$ cat config.mk
export PLATFORM = sky130hd
export DESIGN_NAME = e203_bht_upd_sched
export DESIGN_NICKNAME = d
export VERILOG_FILES = /design/src/rtl/e203_bht_pkg.sv /design/src/rtl/e203_bht_upd_fifo.sv /design/src/rtl/e203_bht_upd_sched.sv
export SDC_FILE = /design/constraint.sdc
export NUM_CORES = 1
export LEC_CHECK = 0
export BUFFER_PORTS_ARGS = -buffer_cell sky130_fd_sc_hd__buf_2
export CAP_MARGIN = 20
export CORE_MARGIN = 2
export CORE_UTILIZATION = 35
export CTS_BUF_LIST = sky130_fd_sc_hd__clkbuf_16
export DETAILED_ROUTE_END_ITERATION = 10
export SETUP_SLACK_MARGIN = 0.4
export SYNTH_ARGS = -nofsm -noshare
export SYNTH_HDL_FRONTEND = slang
export SYNTH_HIERARCHICAL = 1
export SYNTH_SLANG_ARGS = --single-unit
$ cat constraint.sdc
create_clock -name clk -period 3.4 [get_ports clk]
set_clock_uncertainty 0.1 [all_clocks]
set_input_delay 0.51 -clock clk [delete_from_list [all_inputs] [get_ports clk]]
set_output_delay 0.51 -clock clk [all_outputs]
set_load 0.05 [all_outputs]
$ cat src/rtl/e203_bht_pkg.sv
// Shared types and constants for the BHT update scheduler: FSM states,
// 2-bit counter encodings, pending-update entry and the saturating-counter step.
package e203_bht_pkg;

  localparam int unsigned BHT_PC_SIZE    = 32;
  localparam int unsigned BHT_FIFO_DEPTH = 4;
  localparam int unsigned IDX_W          = 8;
  localparam int unsigned CNT_W          = 2;

  localparam logic [CNT_W-1:0] SNT = CNT_W'(0);
  localparam logic [CNT_W-1:0] WNT = CNT_W'(1);
  localparam logic [CNT_W-1:0] WT  = CNT_W'(2);
  localparam logic [CNT_W-1:0] ST  = CNT_W'(3);

  typedef enum logic [1:0] {
    S_IDLE = 2'd0,
    S_RD   = 2'd1,
    S_WR   = 2'd2
  } bht_state_e;

  typedef struct packed {
    logic [IDX_W-1:0] idx;
    logic             rslv;
    logic             mis;
  } bht_upd_t;

  // Step a 2-bit counter toward the resolved direction, clamped at SNT/ST.
  function automatic logic [CNT_W-1:0] bht_sat(input logic [CNT_W-1:0] cnt,
                                               input logic             taken);
    if (taken) return (cnt == ST) ? ST : cnt + CNT_W'(1);
    return (cnt == SNT) ? SNT : cnt - CNT_W'(1);
  endfunction

endpackage

$ cat src/rtl/e203_bht_upd_fifo.sv
// Pending-update FIFO: power-of-two depth, wrapping pointers, push accepted
// while full when a pop happens in the same cycle.
module e203_bht_upd_fifo
  import e203_bht_pkg::*;
#(
  parameter  int unsigned DEPTH = 4,
  localparam int unsigned AW    = $clog2(DEPTH),
  localparam int unsigned CW    = AW + 1
) (
  input  logic          clk,
  input  logic          rst_n,
  input  logic          push,
  input  bht_upd_t      din,
  input  logic          pop,
  output bht_upd_t      dout,
  output logic          full,
  output logic          empty,
  output logic [CW-1:0] count
);

  bht_upd_t      mem [DEPTH];
  logic [AW-1:0] wr_ptr;
  logic [AW-1:0] rd_ptr;
  logic [CW-1:0] cnt_q;
  logic          push_ok;
  logic          pop_ok;

  assign empty   = (cnt_q == '0);
  assign full    = (cnt_q == CW'(DEPTH));
  assign pop_ok  = pop & ~empty;
  assign push_ok = push & (~full | pop_ok);
  assign count   = cnt_q;
  assign dout    = mem[rd_ptr];

  always_ff @(posedge clk) begin
    if (!rst_n) begin
      wr_ptr <= '0;
      rd_ptr <= '0;
      cnt_q  <= '0;
    end else begin
      if (push_ok) wr_ptr <= wr_ptr + AW'(1);
      if (pop_ok)  rd_ptr <= rd_ptr + AW'(1);
      case ({push_ok, pop_ok})
        2'b10:   cnt_q <= cnt_q + CW'(1);
        2'b01:   cnt_q <= cnt_q - CW'(1);
        default: cnt_q <= cnt_q;
      endcase
    end
  end

  // Storage carries no reset; only the pointers define validity.
  always_ff @(posedge clk) begin
    if (push_ok) mem[wr_ptr] <= din;
  end

endmodule

$ cat src/rtl/e203_bht_upd_sched.sv
// Serialises commit-time BHT counter updates as read-modify-write operations
// on the single-port table, yielding to IFU lookups unless the queue is full.
module e203_bht_upd_sched
  import e203_bht_pkg::*;
#(
  parameter int unsigned PC_SIZE    = BHT_PC_SIZE,
  parameter int unsigned FIFO_DEPTH = BHT_FIFO_DEPTH
) (
  input  logic               clk,
  input  logic               rst_n,
  input  logic               wb_vld,
  input  logic [PC_SIZE-1:0] wb_pc,
  input  logic               wb_rslv,
  input  logic               wb_mis,
  input  logic               lkup_req,
  input  logic [IDX_W-1:0]   lkup_idx,
  output logic               lkup_gnt,
  output logic               lkup_rvld,
  output logic [CNT_W-1:0]   lkup_rdata,
  output logic               tbl_en,
  output logic               tbl_we,
  output logic [IDX_W-1:0]   tbl_idx,
  output logic [CNT_W-1:0]   tbl_wdata,
  input  logic [CNT_W-1:0]   tbl_rdata,
  output logic               upd_pend,
  output logic               upd_drop,
  output logic [15:0]        mis_cnt
);

  localparam int unsigned FCW   = $clog2(FIFO_DEPTH) + 1;
  localparam int unsigned MIS_W = 16;

  bht_state_e       state_q;
  bht_state_e       state_d;
  logic [CNT_W-1:0] cnt_q;
  logic [MIS_W-1:0] mis_q;
  logic             rvld_q;

  bht_upd_t         wb_ent;
  bht_upd_t         head;
  logic             fifo_push;
  logic             fifo_pop;
  logic             fifo_full;
  logic             fifo_empty;
  logic [FCW-1:0]   fifo_cnt;

  logic             starve;
  logic             upd_go;
  logic             rd_issue;
  logic             wr_issue;
  logic             unused_pc;

  // RVC-aligned index: bit 0 of the PC never selects an entry.
  assign wb_ent    = '{idx: wb_pc[IDX_W:1], rslv: wb_rslv, mis: wb_mis};
  assign unused_pc = ^{wb_pc[PC_SIZE-1:IDX_W+1], wb_pc[0]};

  assign fifo_push = rst_n & wb_vld;
  assign fifo_pop  = wr_issue;

  e203_bht_upd_fifo #(
    .DEPTH (FIFO_DEPTH)
  ) u_fifo (
    .clk   (clk),
    .rst_n (rst_n),
    .push  (fifo_push),
    .din   (wb_ent),
    .pop   (fifo_pop),
    .dout  (head),
    .full  (fifo_full),
    .empty (fifo_empty),
    .count (fifo_cnt)
  );

  // A full queue takes the port away from lookups except during the RD slot.
  assign starve   = fifo_full & ((state_q == S_IDLE) | (state_q == S_WR));
  assign upd_go   = rst_n & (~lkup_req | starve);
  assign upd_drop = fifo_push & fifo_full & ~fifo_pop;
  assign upd_pend = (fifo_cnt != '0) | (state_q != S_IDLE);

  always_ff @(posedge clk) begin
    if (!rst_n) state_q <= S_IDLE;
    else        state_q <= state_d;
  end

  always_comb begin
    state_d = state_q;
    case (state_q)
      S_IDLE:  if (~fifo_empty & upd_go) state_d = S_RD;
      S_RD:    state_d = S_WR;
      S_WR:    if (upd_go) state_d = S_IDLE;
      default: state_d = S_IDLE;
    endcase
  end

  always_comb begin
    rd_issue  = 1'b0;
    wr_issue  = 1'b0;
    tbl_en    = 1'b0;
    tbl_we    = 1'b0;
    tbl_idx   = '0;
    tbl_wdata = '0;
    case (state_q)
      S_IDLE:  rd_issue = ~fifo_empty & upd_go;
      S_WR:    wr_issue = upd_go;
      default: ;
    endcase
    lkup_gnt = rst_n & lkup_req & ~(rd_issue | wr_issue) & ~starve;
    if (rd_issue | wr_issue) begin
      tbl_en    = 1'b1;
      tbl_we    = wr_issue;
      tbl_idx   = head.idx;
      tbl_wdata = wr_issue ? cnt_q : '0;
    end else if (lkup_gnt) begin
      tbl_en  = 1'b1;
      tbl_idx = lkup_idx;
    end
  end

  // RMW datapath, lookup-valid pipe and saturating mispredict counter.
  always_ff @(posedge clk) begin
    if (!rst_n) begin
      cnt_q  <= '0;
      mis_q  <= '0;
      rvld_q <= 1'b0;
    end else begin
      rvld_q <= lkup_gnt;
      if (state_q == S_RD) cnt_q <= bht_sat(tbl_rdata, head.rslv);
      if (wr_issue & head.mis & (mis_q != '1)) mis_q <= mis_q + MIS_W'(1);
    end
  end

  assign lkup_rvld  = rvld_q;
  assign lkup_rdata = rvld_q ? tbl_rdata : '0;
  assign mis_cnt    = mis_q;

endmodule

# Word-level counts from Yosys, hierarchy flattened
# Memories as Yosys holds them, arrays and structs flattened. A register that Yosys moved wholly into a read port is not among the register bits.
# Cells that the tools add are included.
dict set report op_classes {
  bitwise 24
  reduce_logical 7
  muxes 25
  eq_ne 9
  addsub 7
}
# op n
set op_table {}
lappend op_table {{2-bit two-way mux} 11}
lappend op_table {{16-bit by 1-bit adder with 16-bit output, second input constant} 1}
lappend op_table {{8-bit two-way mux} 2}
lappend op_table {{16-bit inequality test, second input constant} 1}
lappend op_table {{1-bit bitwise AND} 13}
lappend op_table {{1-bit two-way mux} 10}
lappend op_table {{2-bit by 1-bit adder with 2-bit output, second input constant} 3}
lappend op_table {{2-bit == test, second input constant} 3}
lappend op_table {{1-bit inverter} 6}
lappend op_table {{2-bit one-hot mux with 3 select lines} 1}
lappend op_table {{3-bit one-hot mux with 2 select lines} 1}
lappend op_table {{1-bit OR} 5}
lappend op_table {{2-bit by 1-bit == test with 1-bit output, second input constant} 2}
lappend op_table {{2-bit zero test} 2}
lappend op_table {{2-bit nonzero test} 2}
lappend op_table {{3-bit by 1-bit adder with 3-bit output, second input constant} 1}
lappend op_table {{3-bit == test, second input constant} 1}
lappend op_table {{3-bit zero test} 1}
lappend op_table {{3-bit nonzero test} 1}
lappend op_table {{3-bit by 1-bit subtractor with 3-bit output, second input constant} 1}
lappend op_table {{2-bit by 1-bit inequality test with 1-bit output, second input constant} 1}
lappend op_table {{2-bit inequality test, second input constant} 1}
lappend op_table {{2-bit AND reduction} 1}
lappend op_table {{2-bit by 1-bit subtractor with 2-bit output, second input constant} 1}
dict set report totals {
  n_memories 1
  mem_bits_rw 40
  output_inout_bits 34
  ff_bits 28
}
# memory words width read_ports rd_ports_with_merged_regs write_ports line_no
set memory_table {}
lappend memory_table {u_fifo.mem 4 10 1 1 1 e203_bht_upd_fifo.sv:21} ;# bht_upd_t mem [DEPTH];

# Logic depth before layout (Yosys ltp)
# Gate-level depths: netlist of the first run.
dict set report logic_depth {
  word_depth 13
  mapped_depth 12
  mapped_depth_nobuf 10
}

# Modules after synthesis
# The synthesis of the first run kept the hierarchy.
# module cells_each seq_area_each_um2 n_inst area_each_um2
set modules_own_cells {}
lappend modules_own_cells {e203_bht_upd_fifo 112 1381.3 1 1984.4}
lappend modules_own_cells {e203_bht_upd_sched 148 420.4 1 1263.7}

# Worst setup path before layout of the first run
# Ideal clock, no wire load.
dict set report synth_timing {
  path_kind {register to register}
  start {register u_fifo.cnt_q[2], in the netlist u_fifo/count[2]}
  end {register u_fifo.cnt_q[2], in the netlist u_fifo/count[2]}
  t_arrival_ns 2.812
  path_buffers 2
  setup_time_ns 0.072
  t_required_ns 3.228
  path_stages_with_launch 13
  setup_slack_ns 0.416
  cell_sequence {dfxtp_1 inv_1 nor3_1 nand2b_1 buf_4 and3_1 clkbuf_1 o31a_1 or2b_1 fa_1 nand2b_1 o31ai_1 mux2i_1}
}
dict set report synth_between {
  elab_chain_len 10
  word_cells_on_any_way 17
  cone_classes {add/sub (2); eq/ne (3); mux (2); bitwise (8); reduce/logical (2)}
}
# item line_no
set synth_rtl {}
lappend synth_rtl {{from (decl)} e203_bht_upd_fifo.sv:24} ;# logic [CW-1:0] cnt_q;
lappend synth_rtl {{from (signal assigned)} e203_bht_upd_fifo.sv:44} ;# 2'b10: cnt_q <= cnt_q + CW'(1);
lappend synth_rtl {{from (signal assigned)} e203_bht_upd_fifo.sv:45} ;# 2'b01: cnt_q <= cnt_q - CW'(1);
lappend synth_rtl {{from (signal assigned)} e203_bht_upd_fifo.sv:46} ;# default: cnt_q <= cnt_q;
lappend synth_rtl {{3-bit == test (*)} e203_bht_upd_fifo.sv:29} ;# assign full = (cnt_q == CW'(DEPTH));
lappend synth_rtl {{net fifo_full} e203_bht_upd_sched.sv:43} ;# logic fifo_full;
lappend synth_rtl {{1-bit bitwise AND (*)} e203_bht_upd_sched.sv:75} ;# assign starve = fifo_full & ((state_q == S_IDLE) | (state_q == S_WR));
lappend synth_rtl {{1-bit OR (*)} e203_bht_upd_sched.sv:76} ;# assign upd_go = rst_n & (~lkup_req | starve);
lappend synth_rtl {{1-bit bitwise AND (*)} e203_bht_upd_sched.sv:76}
lappend synth_rtl {{1-bit two-way mux (*)} e203_bht_upd_sched.sv:102} ;# case (state_q)
lappend synth_rtl {{net fifo_pop} e203_bht_upd_sched.sv:42} ;# logic fifo_pop;
lappend synth_rtl {{1-bit bitwise AND (*)} e203_bht_upd_fifo.sv:30} ;# assign pop_ok = pop & ~empty;
lappend synth_rtl {{1-bit OR} e203_bht_upd_fifo.sv:31} ;# assign push_ok = push & (~full | pop_ok);
lappend synth_rtl {{1-bit bitwise AND} e203_bht_upd_fifo.sv:31}
lappend synth_rtl {{2-bit by 1-bit == test with 1-bit output or 2-bit == test (tied branches)} e203_bht_upd_fifo.sv:43} ;# case ({push_ok, pop_ok})
lappend synth_rtl {{3-bit one-hot mux with 2 select lines or 2-bit nonzero test (tied branches)} --}
# Mark *: on every way through the listed nets, which the timed path passes. The rest lies on a longest branch.
# A chain may end at the register's enable or synchronous reset.

# Worst setup path in the final report of the first run
dict set report layout_timing {
  start {register u_fifo.cnt_q[2], in the netlist u_fifo/count[2]}
  end {output tbl_idx[1]}
}
dict set report layout_between {
  elab_chain_len 12
  word_cells_on_any_way 16
  cone_classes {eq/ne (1); mux (4); bitwise (10); reduce/logical (1)}
}
# item line_no
set layout_rtl {}
lappend layout_rtl {{3-bit == test (*)} e203_bht_upd_fifo.sv:29}
lappend layout_rtl {{net fifo_full} e203_bht_upd_sched.sv:43}
lappend layout_rtl {{1-bit bitwise AND (*)} e203_bht_upd_sched.sv:75}
lappend layout_rtl {{1-bit OR} e203_bht_upd_sched.sv:76}
lappend layout_rtl {{1-bit bitwise AND} e203_bht_upd_sched.sv:76}
lappend layout_rtl {{1-bit bitwise AND} e203_bht_upd_sched.sv:103} ;# S_IDLE: rd_issue = ~fifo_empty & upd_go;
lappend layout_rtl {{1-bit two-way mux} e203_bht_upd_sched.sv:102}
lappend layout_rtl {{1-bit OR} {e203_bht_upd_sched.sv:107, e203_bht_upd_sched.sv:108}}
lappend layout_rtl {{1-bit inverter} e203_bht_upd_sched.sv:107} ;# lkup_gnt = rst_n & lkup_req & ~(rd_issue | wr_issue) & ~starve;
lappend layout_rtl {{1-bit bitwise AND (2 in series)} e203_bht_upd_sched.sv:107}
lappend layout_rtl {{8-bit two-way mux} e203_bht_upd_sched.sv:113} ;# end else if (lkup_gnt) begin
lappend layout_rtl {{8-bit two-way mux (*)} e203_bht_upd_sched.sv:108} ;# if (rd_issue | wr_issue) begin
lappend layout_rtl {{to (decl)} e203_bht_upd_sched.sv:22} ;# output logic [IDX_W-1:0] tbl_idx,
# Marked as above.

==> flow_metrics.tcl, run 1 <==
set metrics [dict create \
    cp.required_ns 2.79 \
    ys_warn_count 6 \
    route.detailed.drc 0 \
    worst_r2r_startpoint "u_fifo/count[2]$_SDFFE_PN0P_" \
    die_x_um 100 \
    grt_pass1_wl_um 10900 \
    ant_nets 0 \
    cp-start-kind "register" \
    cts_tree "done" \
    netlist_area_um2 3250 \
    drtIter0Drc 59 \
    dp_hpwl_um 4780 \
    timing.fmax_ghz 0.350 \
    portBuffers 57 \
    routed-via-count 2306 \
    worst-path-stages 10 \
    reg2reg_depth 12 \
    grt_start_max_net_pins 28 \
    synth-main-ff-cell "edfxtp_1" \
    yosysSeqAreaShare 0.555 \
    clockBufferDepth 2 \
    cpPeakStageDelay_ns 0.44 \
    wire_per_inst_um 15.3 \
    cp-startpoint "u_fifo/count[2]$_SDFFE_PN0P_" \
    path_common_cell "buf_4" \
    criticalPathCategory "register to primary output" \
    area_delta_synth_final_pct 22.7 \
    rsz0062_at_grt "yes" \
    peakVddDrop_v 0.000237 \
    dr.pass1.iters 4 \
    cts_max_level 3 \
    initial_core_util 0.357 \
    avgSynthCellArea_um2 12.5 \
    ios 82 \
    grt_pass1_vias 2153 \
    synth_seq_cells 70 \
    worstMarginPinSlew_ns 0.730 \
    finalMaxSlewViolations 0 \
    yosysTopAreaCellShare 0.370 \
    overflow 0 \
    arrival_ns 2.25 \
    hold_buffers 0 \
    powerDensity_nw_per_um2 503 \
    p_leak_nw 1.51 \
    post-route-min-period_ns 2.86 \
    drive_gt1_frac 0.308 \
    numCtsBuffers 9 \
    ff2ff_setup_slack_ns 0.58 \
    period_share 0.841 \
    max_cap_viol_count 0 \
    worstHoldPathType "input pin to register" \
    async_flop_share 0 \
    status "completed" \
    cp-endpoint "tbl_idx[1]" \
    vias_per_cell 5.21 \
    routed_wl_um 6790 \
    synthDistinctLibCells 51 \
    antenna_found_initial 2 \
    die_h_um 100 \
    synth_edf_count 40 \
    clk_pin_slew_ns 0.06 \
    yosysTopAreaCell "edfxtp_1" \
    total_power_mw 2.00 \
    num_rows 35 \
    synth_commonest_cells "40 x edfxtp_1, 30 x dfxtp_1, 20 x nand2_1" \
    core_region_area_um2 9110 \
    fin_util 0.438 \
    regToRegEndpoint "u_fifo/count[2]$_SDFFE_PN0P_" \
    holdWs_ns 0.286 \
    fill_cells 887 \
    finalSetupTns_ns 0 \
    slew_headroom 0.512 \
    cp_max_fo 9 \
    hold_viol 0 \
    nets 380 \
    clock_latency_ns 0.34 \
    endpoint_kind "primary output" \
    syn_inst 260 \
    synth_most_common_cell "edfxtp_1" \
    root_buffer "clkbuf_16" \
    synth_fp_nets 314 \
    crit_chain "inv_1 > nor3_1 > buf_4 > nand2b_1 > buf_4 > nand3_1 > a21oi_1 > buf_4 > a22o_1 > clkbuf_4" \
    crit_slowest_cell "dfxtp_1" \
    synthTopCellsByArea "edfxtp_1 37%, dfxtp_1 18%, mux4_2 6.9%, and2_1 2.9%, mux2i_1 2.5%" \
    setup_violations 0 \
    crit_buf_inv 5 \
    clock-sinks 70 \
    cpLargestDelayFamily "buffers and inverters" \
    grt_usage 0.144 \
    dieArea_um2 10100 \
    gp_congestion 0.752 \
]
## area by class of cell
class	count	area [µm²]	area share
inverter	12	45.0	0.0113
multi-input combinational	168	1340	0.336
clock inverter	7	86.3	0.0217
antenna	1	2.50	0.000628
clock buffer	9	225	0.0565
sequential	70	1800	0.452
timing repair buffer	65	348	0.0873
tap	111	139	0.0348
## cell families (layout without fill, tap and decap cells)
family,Yosys count,count (layout),synth area share
xor gates and xnor gates,5,5,0.0135
and+or+nand+nor,91,91,0.175
buffers and inverters,22,93,0.0331
muxes,18,18,0.0940
AOI/OAI and AO/OA,48,48,0.104
DFF,70,70,0.555
other,0,1,0
adders and majority gates,6,6,0.0254
## worst min path at each step
stage | from | end | slack [ns] | cells after the start
floorplan | state_q[1]$_SDFFE_PN0P_ | state_q[0]$_SDFFE_PN0P_ | 0.34 | 1
global placement | state_q[1]$_SDFFE_PN0P_ | state_q[0]$_SDFFE_PN0P_ | 0.36 | 1
detailed placement | state_q[1]$_SDFFE_PN0P_ | state_q[0]$_SDFFE_PN0P_ | 0.37 | 1
CTS | wb_pc[4] | u_fifo/mem[2][5]$_DFFE_PP_ | 0.28 | 1
global route | wb_pc[7] | u_fifo/mem[3][8]$_DFFE_PP_ | 0.28 | 1
finish | wb_pc[4] | u_fifo/mem[2][5]$_DFFE_PP_ | 0.29 | 1
## report_power, final
group | internal, mW | switching, mW
clock network | 0.584 | 0.390
logic | 0.0395 | 0.0747
registers | 0.909 | 0.00537
## registers in the layout, indices dropped and copies added, names as in the netlist, named ones only
name / flops
state_q: 2
u_fifo/rd_ptr: 2
u_fifo/count: 3
u_fifo/wr_ptr: 2
lkup_rvld: 1
mis_cnt: 16
u_fifo/mem: 40
cnt_q: 2
## timing repair
item                       4_1_cts  5_1_grt
setup endpoints to repair        0        3
gates resized for setup          0        1
buffers inserted                 0        2
## cells in the final DEF, fill, tap and decap left out, drive strengths merged, types with 5 or more instances in the layout
cell / count
o31ai: 7
clkbuf: 10
a22o: 8
mux4: 10
nor4: 7
nand3: 8
ha: 5
nor2: 6
nand4: 5
buf: 64
a21oi: 9
nor3: 5
and2: 15
o21ai: 7
dfxtp: 30
nand2: 20
inv: 16
edfxtp: 40
mux2i: 8
## metal layers
metal  up-vias  track usage  routed length (µm)
met1      1095        0.171                2820
met2        65        0.242                3440
met4         2       0.0506                  82
met3        10       0.0522                 427
li1       1134            -                   -
met5         -            0                  15
## per-stage QoR
step | area, µm² | setup WS (ns) | instances
finish | 3990 | 0.542 | 443
global route | 3980 | 0.386 | 442
CTS | 3970 | 0.478 | 440
detailed placement | 3650 | 0.510 | 424
global placement | 3650 | 0.531 | 424
floorplan | 3250 | 0.416 | 260
(Power assumes the default switching activity.)
==> run 2, diff against run 1 <==
- clock period: 3.4 -> 2.7 ns (I/O delays scaled with it)
==> run 2 against run 1 <==
Compared with the run above: cell area is 8.7% higher; hold slack lost 0.095 ns; clock-buffer cell count is the same; first-iteration DRC count up 68%; sequential share of layout area fell by 3.3 points; combinational power grew 63%; largest power group is now registers; core utilization is 3.8 points higher; global-route usage up 0.51 points; non-clock buffer count grew 9; via count is 2.9% higher.
==> flow_metrics.tcl, run 2 (synthesis gave the netlist of run 1 again) <==
set metrics [dict create \
    cpLargestDelayFamily "simple AND/OR/NAND/NOR gates" \
    antenna_found_initial 0 \
    grt_pass1_wl_um 11300 \
    grt_start_max_net_pins 29 \
    wl_met3_um 303 \
    gp_congestion 0.770 \
    dieArea_um2 10100 \
    route.detailed.drc 0 \
    hold_viol 0 \
    timing.fmax_ghz 0.412 \
    criticalPathCategory "register to register" \
    fill_cells 834 \
    path_common_cell "nand2b_4" \
    wire_per_inst_um 15.5 \
    dp_slack_ns 0.179 \
    worstMarginPinSlew_ns 0.467 \
    nets 389 \
    holdWs_ns 0.190 \
    drtIter0Drc 99 \
    powerDensity_nw_per_um2 562 \
    dp_hpwl_um 4600 \
    top_register "u_fifo/mem" \
    multi_input_area_um2 1520 \
    area_delta_synth_final_pct 33.4 \
    peakVddDrop_v 0.000280 \
    worst_r2r_startpoint "u_fifo/count[1]$_SDFFE_PN0P_" \
    grt_usage 0.149 \
    final_cell_mix "44 x buf_2, 40 x edfxtp_1, 26 x dfxtp_1, 20 x nand2_1, 13 x buf_4" \
    reg2reg_depth 9 \
    p_leak_nw 1.64 \
    place_area_um2 3720 \
    core_region_area_um2 9110 \
    num_rows 35 \
    drive_gt1_frac 0.409 \
    crit_buf_inv 0 \
    clock_latency_ns 0.33 \
    slew_headroom 0.686 \
    initial_core_util 0.357 \
    setup_slack_ns 0.273 \
    placed_cells 428 \
    layout.cells.non_filler 451 \
    top_layer "met4" \
    regArea_um2 1810 \
    die_h_um 100 \
    finalMaxSlewViolations 0 \
    die_x_um 100 \
    endpoint_kind "register" \
    min_to "u_fifo/mem[3][9]$_DFFE_PP_" \
    routed-via-count 2374 \
    period_share 0.899 \
    finalSetupTns_ns 0 \
    max_cap_viol_count 0 \
    rsz0062_at_grt "yes" \
    portBuffers 57 \
    cp_max_fo 2 \
    crit_slowest_cell "fa_2" \
    ios 82 \
    cts_tree "done" \
    overflow 0 \
    cts_max_level 3 \
    clockBufferDepth 2 \
    met2_length_um 3500 \
    cpPeakStageDelay_ns 0.37 \
    worstHoldPathType "input pin to register" \
    ant_nets 0 \
    min-delay-start "wb_pc[8]" \
    fin_area_um2 4330 \
    dr.pass1.iters 4 \
    clock-sinks 70 \
    final_common_cell "buf_2" \
    vias_per_cell 5.26 \
    crit_chain "nor3_4 > nand2b_4 > and3_4 > o31a_1 > or2b_1 > fa_2 > nand2b_4 > o31ai_4 > mux2i_1" \
    m1WireLength_um 3080 \
    routed_wl_um 6980 \
    status "completed" \
    hold_depth 1 \
    post-route-min-period_ns 2.43 \
    regToRegEndpoint "u_fifo/count[2]$_SDFFE_PN0P_" \
    setup_violations 0 \
    hold_buffers 0 \
    ff2ff_setup_slack_ns 0.27 \
    grt_pass1_vias 2291 \
    numCtsBuffers 9 \
    arrival_ns 2.58 \
    root_buffer "clkbuf_16" \
    cp-start-kind "register" \
    clk_pin_slew_ns 0.06 \
    cp.required_ns 2.85 \
    largest_reg_flops 40 \
    diodes 0 \
]
-- run 2: worst max path at each step --
stage,to,slack [ns],depth (start not counted),from
3_5_place_dp,u_fifo/count[2]$_SDFFE_PN0P_,0.18,10,u_fifo/count[2]$_SDFFE_PN0P_
4_1_cts,u_fifo/count[2]$_SDFFE_PN0P_,0.32,9,u_fifo/count[1]$_SDFFE_PN0P_
3_3_place_gp,u_fifo/count[2]$_SDFFE_PN0P_,0.18,10,u_fifo/count[2]$_SDFFE_PN0P_
2_1_floorplan,u_fifo/count[2]$_SDFFE_PN0P_,0.007,12,u_fifo/count[2]$_SDFFE_PN0P_
6_report,u_fifo/count[2]$_SDFFE_PN0P_,0.27,9,u_fifo/count[1]$_SDFFE_PN0P_
5_1_grt,u_fifo/count[2]$_SDFFE_PN0P_,0.18,9,u_fifo/count[1]$_SDFFE_PN0P_
-- run 2: cell type report --
class                   count  share of cell area
clock buffers               9              0.0520
clock inverters             7              0.0133
inverters                  12              0.0104
multi-input cells         168               0.351
flip-flops and latches     70               0.419
well taps                 111              0.0320
repair buffers             74               0.123
-- run 2: through the flow --
| step | util | power [mW] |
|---|---|---|
| 3_5_place_dp | 0.408 | 1.32 |
| 4_1_cts | 0.473 | 2.47 |
| 6_report | 0.476 | 2.44 |
| 3_3_place_gp | 0.408 | 1.32 |
| 5_1_grt | 0.476 | 2.53 |
| 2_1_floorplan | - | 1.27 |
-- run 2: metal layers --
metal,global-route usage,up-vias
met1,0.181,1158
met5,0,-
met2,0.251,59
li1,-,1148
met3,0.0446,9
met4,0.0569,0
-- run 2: power by group --
group          internal, mW  switching [mW]
Sequential             1.14         0.00575
Combinational        0.0774           0.109
Clock                 0.633           0.469
-- run 2: timing repair --
action / in CTS / in global routing
pin swaps: 3 / 3
setup buffers: 6 / 0
cloned: 1 / 0
hold endpoints to repair: 0 / 0
endpoints found under the setup margin: 53 / 55
resized for setup: 61 / 11
